`config.mk`:
```
export PLATFORM = sky130hd
export DESIGN_NAME = muldiv_unit
export DESIGN_NICKNAME = d
export VERILOG_FILES = /design/src/rtl/muldiv_unit.sv
export SDC_FILE = /design/constraint.sdc
export NUM_CORES = 1
export LEC_CHECK = 0
export CAP_MARGIN = 20
export CORE_MARGIN = 2
export CORE_UTILIZATION = 55
export CTS_CLUSTER_DIAMETER = 80
export DETAILED_ROUTE_END_ITERATION = 10
export PLACE_DENSITY = 0.76
export SLEW_MARGIN = 30
export SYNTH_ARGS = -nofsm -noshare
export SYNTH_HDL_FRONTEND = slang
export SYNTH_SLANG_ARGS = --single-unit
```
`constraint.sdc`:
```
create_clock -name clk -period 11.3 [get_ports clk]
set_clock_uncertainty 0.15 [all_clocks]
set_input_delay 3.39 -clock clk [delete_from_list [all_inputs] [get_ports clk]]
set_output_delay 3.39 -clock clk [all_outputs]
set_load 0.03 [all_outputs]
```
`src/rtl/muldiv_unit.sv`:
```
// muldiv_unit: iterative multiply/divide unit for the EX stage.
// Holds the architectural HI/LO registers. MTHI/MTLO write them while the unit is idle.
// Results for MULT/MULTU/DIV/DIVU are computed on operand magnitudes:
//   - multiply uses one shift-add step per cycle;
//   - divide uses one restoring step per cycle;
//   - a FIX state then applies the sign correction.
// The WB state presents the result on hi/lo together with the done pulse.
// Optional build macro: MULDIV_FAST_MUL_EN.
//   When defined, MULT/MULTU use a single registered 32x32 multiply, so done arrives
//   two edges after start. Divides keep the full 34-edge latency.
module muldiv_unit #(
  parameter int XLEN = 32
) (
  input  logic            clk,
  input  logic            rst,
  input  logic            start,
  input  logic [1:0]      op,
  input  logic [XLEN-1:0] op1,
  input  logic [XLEN-1:0] op2,
  input  logic            hi_we,
  input  logic            lo_we,
  input  logic [XLEN-1:0] wdata,
  output logic            busy,
  output logic            done,
  output logic            div_zero,
  output logic [XLEN-1:0] hi,
  output logic [XLEN-1:0] lo
);

  localparam logic [1:0] S_IDLE = 2'd0;
  localparam logic [1:0] S_CALC = 2'd1;
  localparam logic [1:0] S_FIX  = 2'd2;
  localparam logic [1:0] S_WB   = 2'd3;

  logic [1:0]        r_state;
  logic [1:0]        w_state_nxt;
  logic [4:0]        r_cnt;
  logic [1:0]        r_op;
  logic [XLEN-1:0]   r_op1;
  logic [XLEN-1:0]   r_a;
  logic [XLEN-1:0]   r_b;
  logic [2*XLEN-1:0] r_acc;
  logic [2*XLEN-1:0] r_res;
  logic              r_neg_q;
  logic              r_neg_r;
  logic              r_dz;
  logic              r_busy;
  logic              r_done;
  logic              r_div_zero;
  logic [XLEN-1:0]   r_hi;
  logic [XLEN-1:0]   r_lo;

  logic              w_accept;
  logic              w_signed;
  logic [XLEN-1:0]   w_a_mag;
  logic [XLEN-1:0]   w_b_mag;
  logic [2*XLEN-1:0] w_mul_step;
  logic [XLEN:0]     w_rem_sh;
  logic              w_rem_ge;
  logic [XLEN-1:0]   w_rem_sub;
  logic [2*XLEN-1:0] w_div_step;
  logic [XLEN-1:0]   w_quo;
  logic [XLEN-1:0]   w_rem;
  logic [2*XLEN-1:0] w_fix;

  // op[0]==0 selects the signed variants (MULT, DIV).
  assign w_accept = (r_state == S_IDLE) && start;
  assign w_signed = ~op[0];
  assign w_a_mag  = (w_signed && op1[XLEN-1]) ? (-op1) : op1;
  assign w_b_mag  = (w_signed && op2[XLEN-1]) ? (-op2) : op2;

  // Multiply step, MSB first: acc = 2*acc + (b[cnt] ? a : 0).
  assign w_mul_step = {r_acc[2*XLEN-2:0], 1'b0} +
                      (r_b[r_cnt] ? {{XLEN{1'b0}}, r_a} : {(2*XLEN){1'b0}});

  // Restoring divide step: the remainder lives in acc[63:32].
  // The quotient shifts into acc[31:0].
  assign w_rem_sh   = {r_acc[2*XLEN-1:XLEN], r_a[r_cnt]};
  assign w_rem_ge   = (w_rem_sh >= {1'b0, r_b});
  assign w_rem_sub  = w_rem_sh[XLEN-1:0] - r_b;
  assign w_div_step = {(w_rem_ge ? w_rem_sub : w_rem_sh[XLEN-1:0]),
                       r_acc[XLEN-2:0], w_rem_ge};

  assign w_quo = r_acc[XLEN-1:0];
  assign w_rem = r_acc[2*XLEN-1:XLEN];

`ifdef MULDIV_FAST_MUL_EN
  logic [2*XLEN-1:0] w_prod;
  assign w_prod = {{XLEN{1'b0}}, r_a} * {{XLEN{1'b0}}, r_b};
`endif

  // Sign correction and the divide-by-zero override of the raw magnitude result.
  always_comb begin
    w_fix = r_acc;
    case (r_op)
      2'b00: w_fix = r_neg_q ? (-r_acc) : r_acc;
      2'b01: w_fix = r_acc;
      2'b10, 2'b11: begin
        if (r_dz) begin
          w_fix = {r_op1, {XLEN{1'b1}}};
        end else begin
          w_fix = {(r_neg_r ? (-w_rem) : w_rem), (r_neg_q ? (-w_quo) : w_quo)};
        end
      end
      default: w_fix = r_acc;
    endcase
  end

  // Next-state logic for IDLE -> CALC -> FIX -> WB (fast multiply skips FIX).
  always_comb begin
    w_state_nxt = r_state;
    case (r_state)
      S_IDLE: begin
        if (start) w_state_nxt = S_CALC;
        else       w_state_nxt = S_IDLE;
      end
      S_CALC: begin
`ifdef MULDIV_FAST_MUL_EN
        if (!r_op[1])           w_state_nxt = S_WB;
        else if (r_cnt == 5'd0) w_state_nxt = S_FIX;
        else                    w_state_nxt = S_CALC;
`else
        if (r_cnt == 5'd0) w_state_nxt = S_FIX;
        else               w_state_nxt = S_CALC;
`endif
      end
      S_FIX:   w_state_nxt = S_WB;
      S_WB:    w_state_nxt = S_IDLE;
      default: w_state_nxt = S_IDLE;
    endcase
  end

  // Control and architectural state: FSM, handshake outputs, sticky flag, HI/LO.
  always_ff @(posedge clk) begin
    if (rst) begin
      r_state    <= S_IDLE;
      r_busy     <= 1'b0;
      r_done     <= 1'b0;
      r_div_zero <= 1'b0;
      r_hi       <= {XLEN{1'b0}};
      r_lo       <= {XLEN{1'b0}};
    end else begin
      r_state <= w_state_nxt;
      r_busy  <= (r_state != S_IDLE) && (w_state_nxt != S_IDLE);
      r_done  <= (r_state == S_WB);
      if (w_accept) begin
        r_div_zero <= 1'b0;
      end else if (r_state == S_WB) begin
        r_div_zero <= r_dz;
      end
      if (r_state == S_WB) begin
        r_hi <= r_res[2*XLEN-1:XLEN];
        r_lo <= r_res[XLEN-1:0];
      end else if ((r_state == S_IDLE) && !start) begin
        if (hi_we) r_hi <= wdata;
        if (lo_we) r_lo <= wdata;
      end
    end
  end

  // Datapath: latch operands at accept, iterate in CALC, correct signs in FIX.
  always_ff @(posedge clk) begin
    if (rst) begin
      r_cnt   <= 5'd0;
      r_op    <= 2'b00;
      r_op1   <= {XLEN{1'b0}};
      r_a     <= {XLEN{1'b0}};
      r_b     <= {XLEN{1'b0}};
      r_acc   <= {(2*XLEN){1'b0}};
      r_res   <= {(2*XLEN){1'b0}};
      r_neg_q <= 1'b0;
      r_neg_r <= 1'b0;
      r_dz    <= 1'b0;
    end else begin
      case (r_state)
        S_IDLE: begin
          if (start) begin
            r_op    <= op;
            r_op1   <= op1;
            r_a     <= w_a_mag;
            r_b     <= w_b_mag;
            r_neg_q <= w_signed && (op1[XLEN-1] ^ op2[XLEN-1]);
            r_neg_r <= w_signed && op1[XLEN-1];
            r_dz    <= op[1] && (op2 == {XLEN{1'b0}});
            r_acc   <= {(2*XLEN){1'b0}};
            r_cnt   <= 5'd31;
          end
        end
        S_CALC: begin
`ifdef MULDIV_FAST_MUL_EN
          if (!r_op[1]) begin
            r_res <= r_neg_q ? (-w_prod) : w_prod;
          end else begin
            r_acc <= w_div_step;
            r_cnt <= r_cnt - 5'd1;
          end
`else
          r_acc <= r_op[1] ? w_div_step : w_mul_step;
          r_cnt <= r_cnt - 5'd1;
`endif
        end
        S_FIX:   r_res <= w_fix;
        default: r_res <= r_res;
      endcase
    end
  end

  assign busy     = r_busy;
  assign done     = r_done;
  assign div_zero = r_div_zero;
  assign hi       = r_hi;
  assign lo       = r_lo;

endmodule

```
==> flow_summary.yaml <==
outcome:
  status: "finished clean"
logic_synthesis:
  synth_ff_type: "dfxtp_1"
  synth_area_leaders: "dfxtp_1 (30%), nand2_1 (6.5%), a21oi_1 (6.5%)"
  syn_avg_cell_area_sq_um: 7.70
  synth_cell_types: 77
  netlist_area_sq_um: 20000
  yosysTopAreaCellShare_pct: 30.2
  yosys_register_bits: 302
  synth_top_area_cell: "dfxtp_1"
  postSynthCellCount: 2603
  synth_edf_count: 0
  yosysWarnings: 0
  yosysSeqAreaShare_pct: 30.2
  async_flop_share_pct: 0
  syn_nets: 2777
layout:
  filler_cell_count: 3265
  drive_above_1_share_pct: 5.63
  final_area_sq_um: 22900
  area_growth_pct: 14.4
  num-nets-final: 2800
  layout.cells.non_filler: 3109
  multi_input_area_sq_um: 13000
  seqCellArea_sq_um: 6050
place:
  gp_congestion: 0.950
  port_buffers: 169
  pre_cts_slack_ps: 4540
  dp_hpwl_um: 48300
  placed_area_sq_um: 21800
  placed_cells: 3050
run:
  cap_violations: 0
sta:
  max_slew_margin_pct: 33.5
  finalHoldViolCount: 0
  layout_setup_ws_ps: 5040
  slew_violations: 0
  rsz0062_at_grt: "false"
  min_period_over_period_pct: 55.4
  finalSetupTns_ps: 0
  worstMarginPinSlew_ps: 994
  fmax_mhz: 160
  whs_ps: 302
  min_period_ps: 6260
  setup_viol: 0
drt:
  vias: 19700
  top_layer_used: "met5"
  drt-initial-drc-count: 1723
  wl_met1_um: 27200
  wirelength_um: 64700
  antenna_left: 0
  dr.pass1.iters: 9
  drc: 0
  routed_via_density: 6.33
  wl_met3_um: 6180
  wl_met2_um: 28000
  routedWlPerCell_um: 20.8
power:
  p_leak_nw: 8.31
  powerDensity_nw_per_um2: 134
  seq_power_share_pct: 39.0
  irDropWorstVdd_mv: 0.105
  swShare_pct: 31.7
  power.switching_mw: 0.976
  power.share.combinational_pct: 23.2
  p_int_mw: 2.10
  clock_power_share_pct: 37.8
floorplan:
  die_y_um: 195
  initial_utilization_pct: 56.1
  placement_rows: 69
  io-pin-count: 170
  core_area_sq_um: 35700
  dieWidth_um: 195
  dieArea_sq_um: 38000
global_route:
  grt_pass1_vias: 18400
  overflow: 0
  gr-usage-all-layers_pct: 33.3
  grt_max_degree: 103
  antenna_found_initial: 3
  grt_first_pass_wirelength_um: 102000
worst_setup_path:
  cp.arrival_ps: 6530
  r2r_start: "r_cnt[0]"
  max_stage_delay_ps: 640
  critPathTopFamily: "compound AO/OA/AOI/OAI gates"
  crit_type: "register to register"
  slowest_stage: "o21ai_1"
  path_cells: "buf_4 -> mux4_2 -> mux4_2 -> mux2i_2 -> buf_4 -> nor2b_1 -> ha_1 -> fa_1 -> a211oi_1 -> o211ai_1 -> and2_1 -> o211ai_1 -> a21oi_1 -> o21ai_1 -> nor2_1 -> nand2_1 -> xnor2_1 -> a221o_1"
  startpoint: "r_cnt[0]"
  worst-path-buf-inv: 2
  worstPathRequired_ps: 11570
  cp-start-kind: "register"
  end_kind: "register"
  worst-path-max-fanout: 32
min_path:
  hold_class: "register to register"
  hp-start: "lo[2]"
clocking:
  cts_tree: "yes"
  cts-htree-levels: 2
  cts_setup_buffers: 0
  cts_buffer_depth: 3
  ctsHoldBuffers: 0
  clk_latency_ps: 540
  numCtsBuffers: 35
  cts.clk_slew.worst_paths_ps: 60
  cts_resized: 0
  root_buffer: "clkbuf_16"
  clock-sinks: 302
placed cells by master, fill, tap and decap left out, drive strengths merged, types with 9 or more instances in the layout:
master           n
a211oi          74
a21o            25
a21oi          259
a222oi          10
a22oi           88
a311oi          15
a31oi           17
and2            15
buf             26
clkbuf          47
clkdlybuf4s50  168
dfxtp          302
ha              69
inv             64
mux2            12
mux2i           44
mux4            20
nand2          349
nand2b          20
nand3           43
nand4           21
nor2           222
nor2b           49
nor3            53
nor4            21
o211ai          42
o21a            15
o21ai          136
o221ai          11
o22ai           20
o31ai           29
o41ai           14
or2             10
or3             27
or4              9
xnor2          130
xor2            75
logic make-up (layout without fill, tap and decap cells):
family | Yosys count | count (layout) | share of synthesized area [%]
other cells | 0 | 1 | 0
buf+inv | 271 | 315 | 5.23
simple gates | 873 | 873 | 20.1
flops | 302 | 302 | 30.2
fa+ha+maj | 71 | 71 | 4.51
mux | 76 | 76 | 5.12
compound gates | 805 | 805 | 26.0
xor+xnor | 205 | 205 | 8.96
worst paths after layout:
check / to / slack (ps) / cells past startpoint
setup / recovery: r_acc[43] / 5040 / 18
setup reg to reg: r_acc[43] / 5040 / 18
hold reg to reg: lo[2] / 300 / 2
hold / removal: lo[2] / 300 / 2
power by group through the flow:
stage | logic, mW | registers [mW] | clock network, mW
after floorplan | 0.479 | 1.21 | 0
after global placement | 0.690 | 1.22 | 0
after detailed placement | 0.701 | 1.22 | 0
after CTS | 0.705 | 1.20 | 1.17
after global routing | 0.775 | 1.21 | 1.21
final | 0.715 | 1.20 | 1.16
tightest hold or removal path, stage by stage (launching register included):
cell	delay (ps)
dfxtp_1	300
nand2_1	50
a21oi_1	50
final cells by class:
| class | count | share of cell area (%) |
|---|---|---|
| Multi-Input combinational cell | 2030 | 56.7 |
| Sequential cell | 302 | 26.4 |
| Timing Repair Buffer | 195 | 8.26 |
| Clock buffer | 46 | 4.27 |
| Tap cell | 461 | 2.52 |
| Inverter | 62 | 1.01 |
| Clock inverter | 12 | 0.819 |
| Antenna cell | 1 | 0.0109 |
per-layer routing:
metal	vias up	global-route usage, %
met3	162	6.00
li1	9421	-
met2	899	51.7
met4	6	15.9
met5	-	0
met1	9182	44.9
metrics by stage:
stage | power [mW] | utilization, %
floorplan | 1.69 | -
global placement | 1.91 | 60.8
detailed placement | 1.92 | 60.9
CTS | 3.08 | 64.1
global route | 3.19 | 64.1
finish | 3.08 | 64.2
flip-flops by register name (all words and copies together), names as in the netlist:
register / flops
hi: 32
r_neg_q: 1
busy: 1
r_dz: 1
r_a: 31
r_neg_r: 1
r_acc: 64
lo: 32
done: 1
r_state: 2
div_zero: 1
r_b: 32
r_op1: 32
r_res: 64
r_cnt: 5
r_op: 2
cells in the mapped netlist, drive strengths merged, types with 12 or more instances:
| master | n |
|---|---|
| mux2 | 12 |
| nand4 | 21 |
| nand2b | 20 |
| xor2 | 75 |
| nor4 | 21 |
| a21o | 25 |
| o21a | 15 |
| inv | 62 |
| buf | 26 |
| o31ai | 29 |
| mux2i | 44 |
| or3 | 27 |
| nor3 | 53 |
| a22oi | 88 |
| clkbuf | 183 |
| a311oi | 15 |
| a31oi | 17 |
| a211oi | 74 |
| ha | 69 |
| o211ai | 42 |
| dfxtp | 302 |
| o21ai | 136 |
| a21oi | 259 |
| mux4 | 20 |
| o41ai | 14 |
| nand3 | 43 |
| o22ai | 20 |
| nor2 | 222 |
| and2 | 15 |
| xnor2 | 130 |
| nor2b | 49 |
| nand2 | 349 |
(Power assumes the default switching activity.)
